File: src/rtl/pma_region_table.sv
// rtl/pma_region_table.sv - runtime-programmable physical-memory-attribute region table
//
// Classifies one physical address per cycle against NrRules base/length
// regions and returns {exec, nonidem, cached} of the lowest-indexed match.
// The result sits in a single registered slot with valid/ready handshaking.
// A config write port reprograms entries at run time.
//
// Optional feature macro: PMA_REGION_TABLE_LOCK_EN
//   defined   : cfg_lock_i on an accepted write locks the entry until reset;
//               writes to a locked entry are rejected.
//   undefined : no lock state, cfg_lock_i ignored.
//
// Ports:
//   clk_i, rst_i                   clock, async active-high reset
//   req_valid_i/req_ready_o        lookup request handshake
//   req_addr_i                     address to classify
//   resp_valid_o/resp_ready_i      lookup result handshake
//   resp_hit_o, resp_idx_o         match flag and matching entry index
//   resp_cached_o, resp_nonidem_o,
//   resp_exec_o                    attributes of the matching entry
//   cfg_we_i, cfg_idx_i            entry write strobe and target index
//   cfg_base_i, cfg_len_i,
//   cfg_attr_i, cfg_lock_i         new entry contents and lock request
//   cfg_err_o                      one-cycle pulse: previous write rejected

module pma_region_table #(
  parameter int NrRules   = 4,
  parameter int AddrWidth = 64,
  parameter logic [NrRules-1:0][AddrWidth-1:0] RstBase   = '0,
  parameter logic [NrRules-1:0][AddrWidth-1:0] RstLength = '0,
  parameter logic [NrRules-1:0][2:0]           RstAttr   = '0,
  localparam int IdxW = (NrRules > 1) ? $clog2(NrRules) : 1
) (
  input  logic                 clk_i,
  input  logic                 rst_i,
  input  logic                 req_valid_i,
  output logic                 req_ready_o,
  input  logic [AddrWidth-1:0] req_addr_i,
  output logic                 resp_valid_o,
  input  logic                 resp_ready_i,
  output logic                 resp_hit_o,
  output logic [IdxW-1:0]      resp_idx_o,
  output logic                 resp_cached_o,
  output logic                 resp_nonidem_o,
  output logic                 resp_exec_o,
  input  logic                 cfg_we_i,
  input  logic [IdxW-1:0]      cfg_idx_i,
  input  logic [AddrWidth-1:0] cfg_base_i,
  input  logic [AddrWidth-1:0] cfg_len_i,
  input  logic [2:0]           cfg_attr_i,
  input  logic                 cfg_lock_i,
  output logic                 cfg_err_o
);

  localparam logic [IdxW:0] NrRulesW = (IdxW+1)'(NrRules);

  // Table storage
  logic [AddrWidth-1:0] base_q [NrRules];
  logic [AddrWidth-1:0] base_d [NrRules];
  logic [AddrWidth-1:0] len_q  [NrRules];
  logic [AddrWidth-1:0] len_d  [NrRules];
  logic [2:0]           attr_q [NrRules];
  logic [2:0]           attr_d [NrRules];

  // Response slot
  logic            resp_valid_q, resp_valid_d;
  logic            resp_hit_q,   resp_hit_d;
  logic [IdxW-1:0] resp_idx_q,   resp_idx_d;
  logic [2:0]      resp_attr_q,  resp_attr_d;
  logic            cfg_err_q,    cfg_err_d;

  // ---------------------------------------------------------------------------
  // Lookup: region end is formed one bit wider so a region ending exactly at
  // 2^AddrWidth does not wrap to zero.
  // ---------------------------------------------------------------------------
  logic [AddrWidth:0] region_end [NrRules];
  logic [NrRules-1:0] match;

  for (genvar g = 0; g < NrRules; g++) begin : g_match
    assign region_end[g] = {1'b0, base_q[g]} + {1'b0, len_q[g]};
    assign match[g] = (len_q[g] != '0) &&
                      (req_addr_i >= base_q[g]) &&
                      ({1'b0, req_addr_i} < region_end[g]);
  end

  logic            lk_hit;
  logic [IdxW-1:0] lk_idx;
  logic [2:0]      lk_attr;

  // Scan from the top so the lowest matching index is the last to overwrite.
  always_comb begin
    lk_hit  = 1'b0;
    lk_idx  = '0;
    lk_attr = '0;
    for (int i = NrRules - 1; i >= 0; i--) begin
      if (match[i]) begin
        lk_hit  = 1'b1;
        lk_idx  = IdxW'(i);
        lk_attr = attr_q[i];
      end
    end
  end

  // ---------------------------------------------------------------------------
  // Response slot handshake
  // ---------------------------------------------------------------------------
  logic accept;

  assign req_ready_o = !resp_valid_q || resp_ready_i;
  assign accept      = req_valid_i && req_ready_o;

  always_comb begin
    resp_valid_d = resp_valid_q;
    resp_hit_d   = resp_hit_q;
    resp_idx_d   = resp_idx_q;
    resp_attr_d  = resp_attr_q;
    if (accept) begin
      resp_valid_d = 1'b1;
      resp_hit_d   = lk_hit;
      resp_idx_d   = lk_idx;
      resp_attr_d  = lk_attr;
    end else if (resp_ready_i) begin
      resp_valid_d = 1'b0;
    end
  end

  // ---------------------------------------------------------------------------
  // Config write
  // ---------------------------------------------------------------------------
  logic idx_oob;
  logic idx_locked;
  logic cfg_ok;

  assign idx_oob = ({1'b0, cfg_idx_i} >= NrRulesW);

`ifdef PMA_REGION_TABLE_LOCK_EN
  logic [NrRules-1:0] lock_q, lock_d;

  // Selected by comparison rather than indexing so an out-of-range index
  // never addresses past the array.
  always_comb begin
    idx_locked = 1'b0;
    for (int i = 0; i < NrRules; i++) begin
      if (cfg_idx_i == IdxW'(i)) idx_locked = lock_q[i];
    end
  end
`else
  logic unused_cfg_lock;
  assign unused_cfg_lock = cfg_lock_i;
  assign idx_locked      = 1'b0;
`endif

  assign cfg_ok    = cfg_we_i && !idx_oob && !idx_locked;
  assign cfg_err_d = cfg_we_i && !cfg_ok;

  always_comb begin
    for (int i = 0; i < NrRules; i++) begin
      base_d[i] = base_q[i];
      len_d[i]  = len_q[i];
      attr_d[i] = attr_q[i];
      if (cfg_ok && (cfg_idx_i == IdxW'(i))) begin
        base_d[i] = cfg_base_i;
        len_d[i]  = cfg_len_i;
        attr_d[i] = cfg_attr_i;
      end
    end
  end

`ifdef PMA_REGION_TABLE_LOCK_EN
  always_comb begin
    lock_d = lock_q;
    for (int i = 0; i < NrRules; i++) begin
      if (cfg_ok && cfg_lock_i && (cfg_idx_i == IdxW'(i))) lock_d[i] = 1'b1;
    end
  end

  always_ff @(posedge clk_i or posedge rst_i) begin
    if (rst_i) lock_q <= '0;
    else       lock_q <= lock_d;
  end
`endif

  // ---------------------------------------------------------------------------
  // State registers
  // ---------------------------------------------------------------------------
  always_ff @(posedge clk_i or posedge rst_i) begin
    if (rst_i) begin
      for (int i = 0; i < NrRules; i++) begin
        base_q[i] <= RstBase[i];
        len_q[i]  <= RstLength[i];
        attr_q[i] <= RstAttr[i];
      end
      resp_valid_q <= 1'b0;
      resp_hit_q   <= 1'b0;
      resp_idx_q   <= '0;
      resp_attr_q  <= '0;
      cfg_err_q    <= 1'b0;
    end else begin
      for (int i = 0; i < NrRules; i++) begin
        base_q[i] <= base_d[i];
        len_q[i]  <= len_d[i];
        attr_q[i] <= attr_d[i];
      end
      resp_valid_q <= resp_valid_d;
      resp_hit_q   <= resp_hit_d;
      resp_idx_q   <= resp_idx_d;
      resp_attr_q  <= resp_attr_d;
      cfg_err_q    <= cfg_err_d;
    end
  end

  assign resp_valid_o   = resp_valid_q;
  assign resp_hit_o     = resp_hit_q;
  assign resp_idx_o     = resp_idx_q;
  assign resp_exec_o    = resp_attr_q[2];
  assign resp_nonidem_o = resp_attr_q[1];
  assign resp_cached_o  = resp_attr_q[0];
  assign cfg_err_o      = cfg_err_q;

endmodule

File: config.mk
export PLATFORM = sky130hd
export DESIGN_NAME = pma_region_table
export DESIGN_NICKNAME = d
export VERILOG_FILES = /design/src/rtl/pma_region_table.sv
export SDC_FILE = /design/constraint.sdc
export NUM_CORES = 2
export LEC_CHECK = 0
export ABC_AREA = 1
export CAP_MARGIN = 15
export CORE_UTILIZATION = 30
export CTS_BUF_LIST = sky130_fd_sc_hd__clkbuf_16
export DETAILED_ROUTE_END_ITERATION = 10
export PLACE_DENSITY = 0.53
export SYNTH_ARGS = -nofsm -noshare
export SYNTH_HDL_FRONTEND = slang
export SYNTH_SLANG_ARGS = --single-unit
File: constraint.sdc
create_clock -name clk_i -period 21.9 [get_ports clk_i]
set_clock_uncertainty 0.2 [all_clocks]
set_input_delay 4.38 -clock clk_i [delete_from_list [all_inputs] [get_ports clk_i]]
set_output_delay 4.38 -clock clk_i [all_outputs]
set_load 0.005 [all_outputs]
Word-level counts from Yosys, hierarchy flattened --
Cells that the tools add are included.
Word-level totals: logic and storage cells 66, register bits 531, bits of input ports 203, output and inout bits 9
Cells by class: $add $sub $neg 4, mux-type cells 14, $lt $le $gt $ge 8, reductions and logical operators 21, equal/unequal tests 3
Operator list (count):
- $add 64x64->65 | 4
- $lt 64x65->1 | 4
- $ge 64x64->1 | 4
- $reduce_bool 64->1 | 4
- $logic_and 1x1->1 | 13
- $mux 3 | 4
- $mux 2 | 4
- $mux 1 | 6
- $eq 2x2->1 const B | 2
- $eq 2x1->1 const B | 1
- $logic_not 2->1 | 1
- $reduce_bool 2->1 | 1
- $logic_not 1->1 | 1
- $logic_or 1x1->1 | 1

Logic depth before layout (Yosys ltp) --
depth in word-level cells 7, mapped depth 39, mapped depth without buffers 39

Least setup slack after synthesis --
No wires, ideal clock.
kind input -> output, from input resp_ready_i, to output req_ready_o, cell stages on the path 2, required time 17.320 ns, path slack 12.837 ns, data arrival time 4.483 ns, path buffers 0, path through inv_1 -> nand2_1
On the way: longest elaborated chain between the ends 1
RTL lines:
- from (decl) | line 40 | input logic resp_ready_i,
- $logic_or 1x1->1 | line 109 | assign req_ready_o = !resp_valid_q || resp_ready_i;
- to (decl) | line 37 | output logic req_ready_o,
No other way between the ends.

Worst setup path after layout --
Ends and elaborated chain as after synthesis.

==> summary.md <==
| Metric | Value |
|---|---|
| Outcome | `finished, final reports clean` |
| Max H-tree Level | `3` |
| Slowest-stage cell, CP | `clkdlybuf4s50_1` |
| Synthesized Nets | `7485` |
| Die boundary width | `roughly 400 um` |
| PwrDens | `about 95 nW/um^2` |
| Final total power | `5.17 mW` |
| Reg2reg start | `base_q[155]` |
| Post-CTS Setup Bufs | `0` |
| Post-Route WL | `about 200 mm` |
| Worst-Skew Late Latency | `around 690 ps` |
| Post-layout util | `0.349` |
| Worst EP required | `about 17000 ps` |
| Worst hold endpoint | `resp_idx_o[0]` |
| Netlist cell types | `67` |
| Hold buffers post-CTS | `0` |
| Warnings, synthesis | `0` |
| DR vias/cell | `roughly 5.1` |
| Detailed-route via count | `around 45000` |
| Post-CTS sizing | `0` |
| CP startpoint kind | `input port` |
| GRT Overall Usage | `0.242` |
| Min-Delay Path Class | `reg -> reg` |
| Critical R2R Capture | `resp_attr_q[2]` |
| Worst path arrival time | `roughly 5500 ps` |
| Drc violations | `0` |
| Average size of a mapped cell | `between 7 and 8 um^2` |
| Top Ports | `around 210` |
| Crit end category | `output pin` |
| Hold wc startpoint | `resp_idx_o[0]` |
| First-pass GRT wire length | `289 mm` |
| Seq cells post-synth | `531` |
| RSZ-0062 raised after global routing | `no` |
| # nets final | `a little under 8000` |
| Core Box Area | `roughly 160000 um^2` |
| Hold_ws | `between 200 and 300 ps` |
| Post-synthesis sequential area ratio | `0.279` |
| Maxcap violations | `0` |
| Number of antenna violations at the first check in global routing | `3` |
| Synth Instances | `between 6000 and 7000` |
| Final period util | `0.459` |
| 1st-iter DRT viols | `4163` |
| Slew headroom | `0.165` |
| Initial DRT Pass Iterations | `6` |
| Syn-to-layout area delta | `14.7%` |
| Die area | `around 160000 um^2` |
| Met3 usage | `0.0330` |
| CP cell instances | `clkdlybuf4s50_1 -> inv_1 -> nand2_1 -> clkdlybuf4s50_1` |
| DIE HEIGHT | `~400 um` |
| Place WS | `about 12000 ps` |
| Actual slew at the worst max-slew pin | `about 1200 ps` |
| Met1 usage | `0.333` |
| Reg2Reg Setup Slack | `between 10000 and 15000 ps` |
| Reg clk slew, reported paths | `approximately 60 ps` |
| Crit Path Class | `in -> out` |
| Maximum fanout along the worst path | `3` |
| Endpoints failing setup | `0` |
| Fin area | `approximately 55000 um^2` |
| Leakage power total | `between 20 and 30 nW` |
| PnR worst setup slack | `11860 ps` |
| Worst VDD drop | `around 0.063 mV` |
| Wire length per cell | `around 22 um` |
| Number of synthesized flops with an enable pin | `0` |
| CP max stage delay | `500 ps` |
| Largest net degree at the start of global routing | `around 110` |
| Vias in the first global route | `~43000` |
| Final-report max-slew violation count | `0` |
| Root buffer cell | `clkbuf_16` |
| CTS tree | `built` |
| Longest Clk Path Bufs | `3` |
| F_max | `between 0.09 and 0.1 GHz` |
| Asr flop ratio synth | `1.00` |
| Placed Cells | `just under 9000` |
| Top FF cell, synth | `dfrtp_1` |
| Placement Cell Area | `roughly 52000 um^2` |
| Grt met2 use | `0.379` |
| PortBufs | `209` |
| CTS Buf Count | `just over 70` |
| Setup_tns | `0 ps` |
| Global route overflow | `0` |
| Busiest grt layer | `met2` |
| Rows | `around 150` |
| Worst r2r path cells | `24` |
| Top cell by count, worst path | `clkdlybuf4s50_1` |
| Hold Crit Depth | `2` |
| RD Place Congestion | `1.01` |
| Initial Util | `0.304` |
| Layout cells sized above 1 | `0.0451` |
| HPWL Detailed | `between 150 and 200 mm` |
| Clock sinks | `531` |
| Min cycle time layout | `about 10000 ps` |
| Post-route antenna net violation count | `0` |
| Post-Layout Cell Count | `between 8000 and 9000` |
| Post-Synthesis Cell Area | `47700 um^2` |
| Final Hold Fails | `0` |
-- cell type report --
type                    instances  area, um^2
repair buffers                251        2400
flip-flops and latches        531       13300
well taps                    2058        2570
clock buffers                  74        1850
fillers                     16800      102000
multi-input cells            5009       30800
inverters                     861        3240
clock inverters                54         549
diodes                          1        2.50
-- report_power, final --
| part | switching (mW) | internal (mW) | total [mW] |
|---|---|---|---|
| clock network | 0.500 | 0.732 | 1.23 |
| registers | 0.194 | 1.14 | 1.34 |
| logic | 1.67 | 0.938 | 2.60 |
| total | 2.36 | 2.81 | 5.17 |
-- sequential cells by signal, indices dropped and copies added, names as in the netlist --
signal,count
resp_hit_o,1
attr_q,12
resp_valid_o,1
resp_idx_o,2
len_q,256
base_q,256
resp_attr_q,3
-- metal layers --
metal | routed length [um] | part of all wire
met5 | 20 | 0.00010
met1 | 91600 | 0.46
met4 | 8280 | 0.042
met2 | 86800 | 0.44
met3 | 10800 | 0.054
-- synth_stat cells, drive strengths merged (37+ instances only) --
cell / count / area [um^2]
nand2: 1466 / 5600
inv: 859 / 3220
ha: 764 / 9560
o21ai: 743 / 3750
a21oi: 600 / 3150
dfrtp: 531 / 13300
nor2: 493 / 1930
nand3: 151 / 798
xnor2: 137 / 1200
xor2: 111 / 972
clkbuf: 102 / 383
a31oi: 86 / 538
nand4: 83 / 519
nor3: 80 / 435
nor4: 71 / 450
a21o: 42 / 315
o211ai: 37 / 288
-- how the worst max path moves through the flow --
| stage | start | to | slack (ps) | cells past startpoint |
|---|---|---|---|---|
| CTS | resp_ready_i | req_ready_o | 11850 | 4 |
| finish | resp_ready_i | req_ready_o | 11860 | 4 |
| detailed placement | resp_ready_i | req_ready_o | 11850 | 4 |
| global placement | resp_ready_i | req_ready_o | 11860 | 4 |
| global route | resp_ready_i | req_ready_o | 11810 | 4 |
| floorplan | rst_i | attr_q[0] | 2480 | 1 |
-- worst max-delay path: cells and delay by family --
family / cells / cell delay, ps
buffers and inverters: 3 / 1000
and+or+nand+nor: 1 / 80
-- cells by family (layout without fill, tap and decap cells) --
| family | count (synthesis) | after routing | synth area share |
|---|---|---|---|
| AO/OA/AOI/OAI | 1616 | 1616 | 0.188 |
| XOR/XNOR | 248 | 248 | 0.0456 |
| adder cells (fa/ha/maj) | 768 | 768 | 0.202 |
| buffers and inverters | 974 | 1240 | 0.0768 |
| flip-flops | 531 | 531 | 0.279 |
| other | 1 | 2 | 0.0000787 |
| AND/OR/NAND/NOR | 2376 | 2376 | 0.209 |
-- placed cells by master (no fill, tap or decap), types with 74 or more instances in the layout --
master	count
a31oi_1	86
clkdlybuf4s50_1	209
nand2_1	1434
inv_1	843
xnor2_1	137
dfrtp_1	531
ha_1	764
o21ai_0	712
nand4_1	83
a21oi_1	572
nand3_1	142
xor2_1	111
clkbuf_16	74
nor2_1	471
Power figures use the tool's default switching activity.
